File: src/rtl/uart_tx_arbiter.sv
// uart_tx_arbiter: round-robin scheduler that shares one UART txlogic among
// NUM_REQ byte producers, one byte at a time.
// Build option: define UART_ARB_LOCK_EN to add req_lock, which lets the last
// granted requester keep the transmitter for multi-byte messages.
//
// Handshake semantics: byte i moves from requester i into the arbiter on a
// rising edge where req_valid[i] && req_ready[i]. req_ready is one-hot, is only
// raised in IDLE while txlogic reports rdy_4_data, and never depends on
// req_ready itself, so a requester may raise or drop req_valid at any time.
// Toward txlogic, tx_data_valid is a registered one-cycle pulse. Acceptance is
// inferred from rdy_4_data falling or transmitting rising. The frame is
// complete once rdy_4_data is high again with transmitting low.
module uart_tx_arbiter #(
    parameter int NUM_REQ = 4,
    parameter int GNT_W   = 2,
    parameter int CNT_W   = 16
) (
    input  logic                 clk,
    input  logic                 rst,
    input  logic [NUM_REQ-1:0]   req_valid,
    input  logic [8*NUM_REQ-1:0] req_data,
`ifdef UART_ARB_LOCK_EN
    input  logic [NUM_REQ-1:0]   req_lock,
`endif
    output logic [NUM_REQ-1:0]   req_ready,
    output logic [7:0]           tx_data_in,
    output logic                 tx_data_valid,
    input  logic                 tx_rdy_4_data,
    input  logic                 tx_transmitting,
    output logic [GNT_W-1:0]     grant_id,
    output logic                 busy,
    output logic [CNT_W-1:0]     byte_cnt,
    output logic [1:0]           state_dbg
);

    typedef enum logic [1:0] {
        S_IDLE      = 2'd0,
        S_ISSUE     = 2'd1,
        S_WAIT_ACK  = 2'd2,
        S_WAIT_DONE = 2'd3
    } state_t;

    state_t           state;
    state_t           state_nxt;
    logic [GNT_W-1:0] rr_ptr;
    logic [GNT_W-1:0] winner;
    logic             win_found;
    logic             accept;
    int               scan_idx;

    // Winner search: first valid requester after the last winner, wrapping.
    always_comb begin
        winner    = '0;
        win_found = 1'b0;
        scan_idx  = 0;
        for (int k = 1; k <= NUM_REQ; k++) begin
            scan_idx = int'(rr_ptr) + k;
            if (scan_idx >= NUM_REQ) begin
                scan_idx = scan_idx - NUM_REQ;
            end
            if (!win_found && req_valid[scan_idx]) begin
                winner    = GNT_W'(scan_idx);
                win_found = 1'b1;
            end
        end
`ifdef UART_ARB_LOCK_EN
        // A locked, still-valid previous owner keeps the transmitter.
        if (req_lock[grant_id] && req_valid[grant_id]) begin
            winner    = grant_id;
            win_found = 1'b1;
        end
`endif
    end

    // Accept strobe: one-hot ready to the winner while idle and txlogic is ready.
    always_comb begin
        accept    = (state == S_IDLE) && tx_rdy_4_data && win_found;
        req_ready = '0;
        if (accept) begin
            req_ready[winner] = 1'b1;
        end
    end

    // Next-state logic for the issue / wait-for-txlogic sequence.
    always_comb begin
        state_nxt = state;
        case (state)
            S_IDLE: begin
                if (accept) begin
                    state_nxt = S_ISSUE;
                end
            end
            S_ISSUE: begin
                state_nxt = S_WAIT_ACK;
            end
            S_WAIT_ACK: begin
                if (!tx_rdy_4_data || tx_transmitting) begin
                    state_nxt = S_WAIT_DONE;
                end
            end
            S_WAIT_DONE: begin
                if (tx_rdy_4_data && !tx_transmitting) begin
                    state_nxt = S_IDLE;
                end
            end
            default: begin
                state_nxt = S_IDLE;
            end
        endcase
    end

    // State register.
    always_ff @(posedge clk) begin
        if (rst) begin
            state <= S_IDLE;
        end else begin
            state <= state_nxt;
        end
    end

    // Datapath: capture the winning byte, pulse data_valid, count issued bytes.
    always_ff @(posedge clk) begin
        if (rst) begin
            tx_data_in    <= 8'h00;
            tx_data_valid <= 1'b0;
            grant_id      <= '0;
            rr_ptr        <= GNT_W'(NUM_REQ - 1);
            byte_cnt      <= '0;
        end else begin
            tx_data_valid <= accept;
            if (accept) begin
                tx_data_in <= req_data[8*winner +: 8];
                grant_id   <= winner;
                rr_ptr     <= winner;
            end
            if (state == S_ISSUE) begin
                byte_cnt <= byte_cnt + CNT_W'(1);
            end
        end
    end

    // Status outputs.
    always_comb begin
        busy      = (state != S_IDLE);
        state_dbg = state;
    end

endmodule

File: config.mk
export PLATFORM = sky130hd
export DESIGN_NAME = uart_tx_arbiter
export DESIGN_NICKNAME = d
export VERILOG_FILES = /design/src/rtl/uart_tx_arbiter.sv
export SDC_FILE = /design/constraint.sdc
export NUM_CORES = 1
export LEC_CHECK = 0
export BUFFER_PORTS_ARGS = -buffer_cell sky130_fd_sc_hd__buf_2
export CORE_UTILIZATION = 49
export CTS_CLUSTER_SIZE = 28
export DETAILED_ROUTE_END_ITERATION = 8
export MAX_ROUTING_LAYER = met4
export PLACE_DENSITY = 0.87
export REMOVE_ABC_BUFFERS = 1
export SYNTH_ARGS = -nofsm -noshare
export SYNTH_HDL_FRONTEND = slang
export SYNTH_SLANG_ARGS = --single-unit
File: constraint.sdc
create_clock -name clk -period 2.65 [get_ports clk]
set_input_delay 0.6625 -clock clk [delete_from_list [all_inputs] [get_ports clk]]
set_output_delay 0.6625 -clock clk [all_outputs]
set_load 0.01 [all_outputs]
Word level (Yosys, flattened, before mapping)
Index checks and enable logic that the tools add are counted.
{"block": "totals", "ff_bits": 31, "input_bits": 40, "out_inout_bits": 34, "elab_cells": 79}
{"block": "classes", "add_sub_neg": 9, "order_cmp": 10, "eq_ne": 6, "n_shift": 1, "muxes": 31, "reduce_logical": 16}
{"cell": "$lt A32 B4 Y1 const B", "n": 4}
{"cell": "$mux W32", "n": 4}
{"cell": "$shiftx A32 B6 Y8", "n": 1}
{"cell": "$add A16 B1 Y16 const B", "n": 1}
{"cell": "$mux W2", "n": 7}
{"cell": "$mux W1", "n": 13}
{"cell": "$sub A3 B3 Y4 const B", "n": 3}
{"cell": "$ge A3 B3 Y1 const B", "n": 3}
{"cell": "$bmux W1 S2", "n": 4}
{"cell": "$pmux W2 S4", "n": 1}
{"cell": "$logic_and A1 B1 Y1", "n": 7}
{"cell": "$add A2 B2 Y3 const B", "n": 2}
{"cell": "$ne A2 B2 Y1 const B", "n": 3}
{"cell": "$logic_not A1 Y1", "n": 5}
{"cell": "$sub A4 B3 Y5 const B", "n": 1}
{"cell": "$add A2 B3 Y4 const B", "n": 1}
{"cell": "$eq A2 B2 Y1 const B", "n": 2}
{"cell": "$ge A4 B3 Y1 const B", "n": 1}
{"cell": "$mux W4", "n": 1}
{"cell": "$add A2 B1 Y3 const B", "n": 1}
{"cell": "$lt A2 B3 Y1 const B", "n": 1}
{"cell": "$reduce_and A3 Y1", "n": 1}
{"cell": "$demux W1 S2", "n": 1}
{"cell": "$eq A2 B1 Y1 const B", "n": 1}
{"cell": "other kinds (4)", "n": 4}

Logic depth before layout (Yosys ltp)
Gate-level depths: netlist of run 1.
{"block": "depth", "word_depth": 21, "mapped_depth": 7, "mapped_depth_nobuf": 7}

Worst setup path before layout of run 1
Ideal clock, no wire load.
{"block": "synth_timing", "kind": "input -> output", "from": "input port req_valid[2]", "to": "output port req_ready[2]", "arrival_time_ns": 1.592, "required_ns": 1.987, "setup_slack_ns": 0.395, "stages": 5, "path_buffers": 1, "cell_sequence": "and2b_1 a21oi_2 o221ai_4 buf_6 nor3_1"}
{"block": "synth_via", "elab_chain_len": 18, "word_cells_on_any_way": 33, "classes_between": "2 x order compare; 23 x mux; 8 x reduce/logical"}
{"item": "start, declared", "line": "20", "rtl": "input logic [NUM_REQ-1:0] req_valid,"}
{"item": "$bmux W1 S2", "line": "61", "rtl": "if (!win_found && req_valid[scan_idx]) begin"}
{"item": "$mux W1 (implied by the code) (2 in series)", "line": "61"}
{"item": "$mux W1", "line": "61"}
{"item": "$logic_not A1 Y1", "line": "61"}
{"item": "$logic_and A1 B1 Y1", "line": "61"}
{"item": "$mux W1", "line": "61"}
{"item": "$logic_not A1 Y1", "line": "61"}
{"item": "$logic_and A1 B1 Y1", "line": "61"}
{"item": "$mux W1", "line": "61"}
{"item": "$logic_not A1 Y1", "line": "61"}
{"item": "$logic_and A1 B1 Y1", "line": "61"}
{"item": "$mux W2", "line": "61"}
{"item": "$lt A2 B3 Y1 (implied by the code) or $ge A2 B1 Y1 (tied branches)", "line": "80", "rtl": "req_ready[winner] = 1'b1;"}
{"item": "$logic_and A1 B1 Y1 (implied by the code)", "line": "80"}
{"item": "$mux W1 (implied by the code)", "line": "80"}
{"item": "$demux W1 S2", "line": "80"}
{"item": "$mux W4 (*)", "line": "79", "rtl": "if (accept) begin"}
{"item": "end, declared", "line": "25", "rtl": "output logic [NUM_REQ-1:0] req_ready,"}
Mark *: on every way between the ends. The rest lies on a longest branch, timed or not. The select of a mux whose other input is x is not followed.

Worst setup path after layout of run 1
{"block": "layout_timing", "from": "input port req_valid[1]", "to": "output port req_ready[0]"}
The elaborated chain is that of the path after synthesis.

==> reports/metrics.yaml, run 1 <==
status: "completed"
regArea_um2: 621
n_fill_cell: 303
routedWlPerCell_um: 13.0
area_growth_pct: 26.8
mostFrequentLayoutCells: "73 x buf_2, 31 x dfxtp_1, 27 x nor2_1"
initialDrtViolationCount: 39
ys_seq_elements: 31
drtAntennaViolNets: 0
rsz0062_at_grt: "no"
slowest_delay_ps: 570
drive_above_1_share_pct: 40.2
grt_pass1_vias: 1393
endpoint: "req_ready[0]"
path_clk_slew_ps: 100
layout_commonest_cell: "buf_2"
h-tree-depth: 2
fin_crit_ps: 2540
crit_top_cell: "buf_2"
die_y_um: 61.6
place_congestion: 0.829
cp.buffers_inverters: 2
via_per_inst: 5.22
clock_skew_ps: 7.00
cts_made_buffers: 5
max_freq_mhz: 394
worstPathArrival_ps: 1880
r2r_start: "state_dbg[0]"
core_um2: 3360
setup-tns-final_ps: 0
synth_cells: 178
worstPathCellList: "buf_2 > or4_4 > and3_1 > nand2_1 > nor2_1 > buf_2"
grt_usage_pct: 22.6
multi_input_area_um2: 1050
grt_antenna_before_repair: 0
hold_viol: 0
setup_slack_ps: 110
drc: 0
final_area_um2: 2200
maxSlewViolCount: 0
holdBufCountCts: 0
whs_path_depth: 2
total_power_mw: 1.58
port_buffers: 73
peakVddDrop_mv: 0.420
grt-ovfl-total: 0
cts.sinks: 31
finalNetCount: 301
syn_area_per_cell_um2: 9.77
cts_resized: 0
synth_edf_count: 0
wl_mm: 3.93
max_slew.worst_pin.slew_ps: 495
ioPinCount: 74
grt_pass1_wl_mm: 5.93
startpoint: "req_valid[1]"
cts_root_buf: "clkbuf_4"
r2r_cells: 7
postSynth.asyncResetShare_pct: 0
fp.dieArea_um2: 3790
post_dp_cell_area_um2: 2140
critPathSlowestCell: "or4_4"
hpwl_mm: 3.01
worstSetupEndpointType: "output port"
cp-start-kind: "input pin"
hold_class: "reg -> reg"
floorplan.initialDensity_pct: 51.7
maxCapViolations: 0
r2r_slack_ps: 740
dp_slack_ps: 118
num_vias: 1575
cts.path.max_buffers: 2
synth_seq_area_share_pct: 35.7
setup_violations: 0
place_inst: 294
fin_cells: 302
worstPathRequired_ps: 1990
critPathKind: "in -> out"
grt_start_max_net_pins: 32
first_pass_iters: 4
yosysWarnings: 0
synth_ff_type: "dfxtp_1"
crit_cells: 6
cts_tree: "built"
relSlewSlack_pct: 66.8
antennaDiodeCount: 0
whs_ps: 491
rows: 21
p_leak_nw: 1.03
period_share_pct: 95.9
p_per_area_nw_per_um2: 718
cp_top_family: "simple AND/OR/NAND/NOR gates"
synth_cell_types: 40
fp.dieW_um: 61.6
postCtsSetupRepairBufs: 0
clock_latency_ps: 320
r2r-end: "state_dbg[1]"
fin_util_pct: 65.6
worstPathMaxFanout: 4
syn-cell-area_um2: 1740
[tightest hold or removal path: stages, from the launching register on]
cell and delay (ps):
dfxtp_1 330, a21oi_1 60, nor2_1 70
[per-layer routing]
layer	track usage, %	part of all wire, %
met1	22.2	42
met2	40.6	50
met3	7.98	7.6
met4	8.57	0.86
met5	-	0
[synth_stat cells, drive strengths merged (2+ instances only)]
master	number	area, um^2
nand3b	8	60.1
inv	3	11.3
nand3	4	32.5
and2b	2	15.0
nand2	10	40.0
o21ai	3	15.0
dfxtp	31	621
mux2i	19	190
o221ai	9	146
nand2b	2	15.0
xnor2	6	52.6
or3	4	25.0
buf	4	45.0
nand4	5	46.3
a21oi	6	33.8
xor2	6	52.6
nor2	27	101
nor3	4	20.0
a211oi	2	15.0
and3	3	20.0
clkbuf	3	11.3
ha	6	75.1
[cell type report]
cell class	count	area share, %
Sequential cell	31	28.1
Tap cell	46	2.61
Timing Repair Buffer	77	17.9
Multi-Input combinational cell	137	47.7
Clock buffer	8	3.12
Inverter	3	0.511
[registers in the layout, summed over array words and instances, names as in the netlist]
name	flops
byte_cnt	16
tx_data_valid	1
tx_data_in	8
rr_ptr	2
state_dbg	2
grant_id	2
[logic make-up (layout without fill, tap and decap cells)]
kind of cell | count (synthesis) | count (layout) | synth area share, %
AOI/OAI and AO/OA | 24 | 24 | 14.1
adders and majority gates | 6 | 6 | 4.32
and+or+nand+nor | 76 | 76 | 25.0
buffers and inverters | 10 | 88 | 3.88
xor gates and xnor gates | 12 | 12 | 6.04
muxes | 19 | 19 | 10.9
DFF | 31 | 31 | 35.7
[power by group]
| group | switching (mW) | leakage [nW] | internal (mW) | total, mW |
|---|---|---|---|---|
| Clock | 0.156 | 0.0386 | 0.156 | 0.312 |
| Sequential | 0.0742 | 0.252 | 0.545 | 0.619 |
| Combinational | 0.353 | 0.735 | 0.298 | 0.651 |
| Total | 0.584 | 1.03 | 0.998 | 1.58 |
[worst min-delay path by stage]
stage	slack, ps	start	endpoint
5_1_grt	520	grant_id[1]	grant_id[1]
2_1_floorplan	510	grant_id[0]	grant_id[0]
4_1_cts	500	grant_id[1]	grant_id[1]
6_report	490	grant_id[1]	grant_id[1]
3_3_place_gp	480	grant_id[1]	grant_id[1]
3_5_place_dp	480	grant_id[1]	grant_id[1]
(Power assumes the default switching activity.)
==> run 2, diff against run 1 <==
--- a/config.mk
+++ b/config.mk
@@ -6,11 +6,13 @@
 export NUM_CORES = 1
 export LEC_CHECK = 0
 export BUFFER_PORTS_ARGS = -buffer_cell sky130_fd_sc_hd__buf_2
-export CORE_UTILIZATION = 49
+export CELL_PAD_IN_SITES_DETAIL_PLACEMENT = 2
+export CELL_PAD_IN_SITES_GLOBAL_PLACEMENT = 2
+export CORE_UTILIZATION = 29
 export CTS_CLUSTER_SIZE = 28
 export DETAILED_ROUTE_END_ITERATION = 8
 export MAX_ROUTING_LAYER = met4
-export PLACE_DENSITY = 0.87
+export PLACE_DENSITY = 0.88
 export REMOVE_ABC_BUFFERS = 1
 export SYNTH_ARGS = -nofsm -noshare
 export SYNTH_HDL_FRONTEND = slang
==> reports/metrics.yaml, run 2 (synthesized netlist as in run 1, its figures left out) <==
peakVddDrop_mv: 0.287
clock_latency_ps: 280
grt_start_max_net_pins: 20
crit_cells: 6
period_share_pct: 97.6
cts_resized: 0
drc: 0
wl_mm: 4.83
cts.sinks: 31
grt_pass1_wl_mm: 7.90
place_inst: 321
p_leak_nw: 1.03
first_pass_iters: 4
core_um2: 5640
critPathKind: "in -> out"
top_regs: "byte_cnt (16), tx_data_in (8)"
cp.buffers_inverters: 2
cts_made_buffers: 5
drive_above_1_share_pct: 40.1
num_vias: 1624
area_growth_pct: 29.8
worstPathCellList: "buf_2 > or4_4 > and3_1 > nand2_1 > nor2_1 > buf_2"
worstPathArrival_ps: 1920
antennaDiodeCount: 0
ioPinCount: 74
clock_skew_ps: 3.89
n_fill_cell: 673
maxCapViolations: 0
setup_violations: 0
p_per_area_nw_per_um2: 727
critPathSlowestCell: "or4_4"
max_slew.worst_pin.slew_ps: 451
drtAntennaViolNets: 0
dp_slack_ps: 58.4
rows: 27
max_freq_mhz: 387
regArea_um2: 621
fin_util_pct: 40.0
fp.dieArea_um2: 6310
floorplan.initialDensity_pct: 30.8
grt_usage_pct: 16.6
worstPathMaxFanout: 4
cp_top_family: "simple AND/OR/NAND/NOR gates"
cts.path.max_buffers: 2
hpwl_mm: 3.94
crit_top_cell: "buf_2"
largest_reg_flops: 16
setup_slack_ps: 64.0
place_congestion: 0.734
path_clk_slew_ps: 70
cts_tree: "built"
r2r_cells: 7
relSlewSlack_pct: 69.8
postCtsSetupRepairBufs: 0
hold_viol: 0
routedWlPerCell_um: 14.7
fp.dieW_um: 79.4
holdBufCountCts: 0
worstSetupEndpointType: "output port"
hold_class: "reg -> reg"
grt_antenna_before_repair: 0
regMostFlops: "byte_cnt"
fin_crit_ps: 2590
die_y_um: 79.4
rsz0062_at_grt: "no"
worstPathRequired_ps: 1990
slowest_delay_ps: 570
grt-ovfl-total: 0
finalNetCount: 302
setup-tns-final_ps: 0
h-tree-depth: 2
fin_cells: 329
layout_commonest_cell: "buf_2"
cts_root_buf: "clkbuf_8"
mostFrequentLayoutCells: "73 x buf_2, 31 x dfxtp_1, 27 x nor2_1"
maxSlewViolCount: 0
multi_input_area_um2: 1050
via_per_inst: 4.94
total_power_mw: 1.64
cp-start-kind: "input pin"
port_buffers: 73
grt_pass1_vias: 1689
status: "completed"
whs_path_depth: 2
initialDrtViolationCount: 59
## run 2: changes by cell type in the layout (fill, tap and decap cells not counted)
cell / previous run / this run
buf_4: 4 / 5
clkbuf_1: 1 / 2
clkbuf_4: 5 / 0
clkbuf_8: 2 / 5
clkinv_2: 0 / 1
## run 2: worst reg2reg max path, cell delays in order, from the launching register on
cell     delay (ps)
dfxtp_1         350
inv_1           110
ha_1            290
and3_2          290
nand4_4         170
nor4_2          310
xnor2_1         150
nor2_1           50
## run 2: final timing paths
path | startpoint | end | slack [ps]
worst min register to register | grant_id[1] | grant_id[1] | 510
worst max register to register | state_dbg[1] | byte_cnt[15] | 810
worst max-delay path | req_valid[1] | req_ready[0] | 60
worst min-delay path | grant_id[1] | grant_id[1] | 510
## run 2: per-stage QoR
step | hold slack (ps) | area [um^2]
6_report | 505 | 2260
5_1_grt | 547 | 2260
4_1_cts | 513 | 2260
3_5_place_dp | 492 | 2180
3_3_place_gp | 481 | 2180
2_1_floorplan | 510 | 1680
## run 2: final cells by class
type / instances / share of cell area [%]
Clock buffer: 7 / 3.38
Clock inverter: 1 / 0.222
Inverter: 3 / 0.499
Multi-Input combinational cell: 137 / 46.6
Sequential cell: 31 / 27.5
Tap cell: 72 / 3.99
Timing Repair Buffer: 78 / 17.8
## run 2: routing by layer
layer	vias to the layer above	global-route usage, %	share of wire, %
li1	792	-	-
met1	768	18.2	42
met2	59	30.4	50
met3	5	3.43	6.7
met4	0	3.82	0.97
met5	-	-	0
## run 2: power by group
| part | internal (mW) | switching (mW) | total (mW) |
|---|---|---|---|
| clock | 0.184 | 0.174 | 0.359 |
| combinational | 0.299 | 0.364 | 0.662 |
| sequential | 0.545 | 0.0749 | 0.620 |
| total | 1.03 | 0.613 | 1.64 |
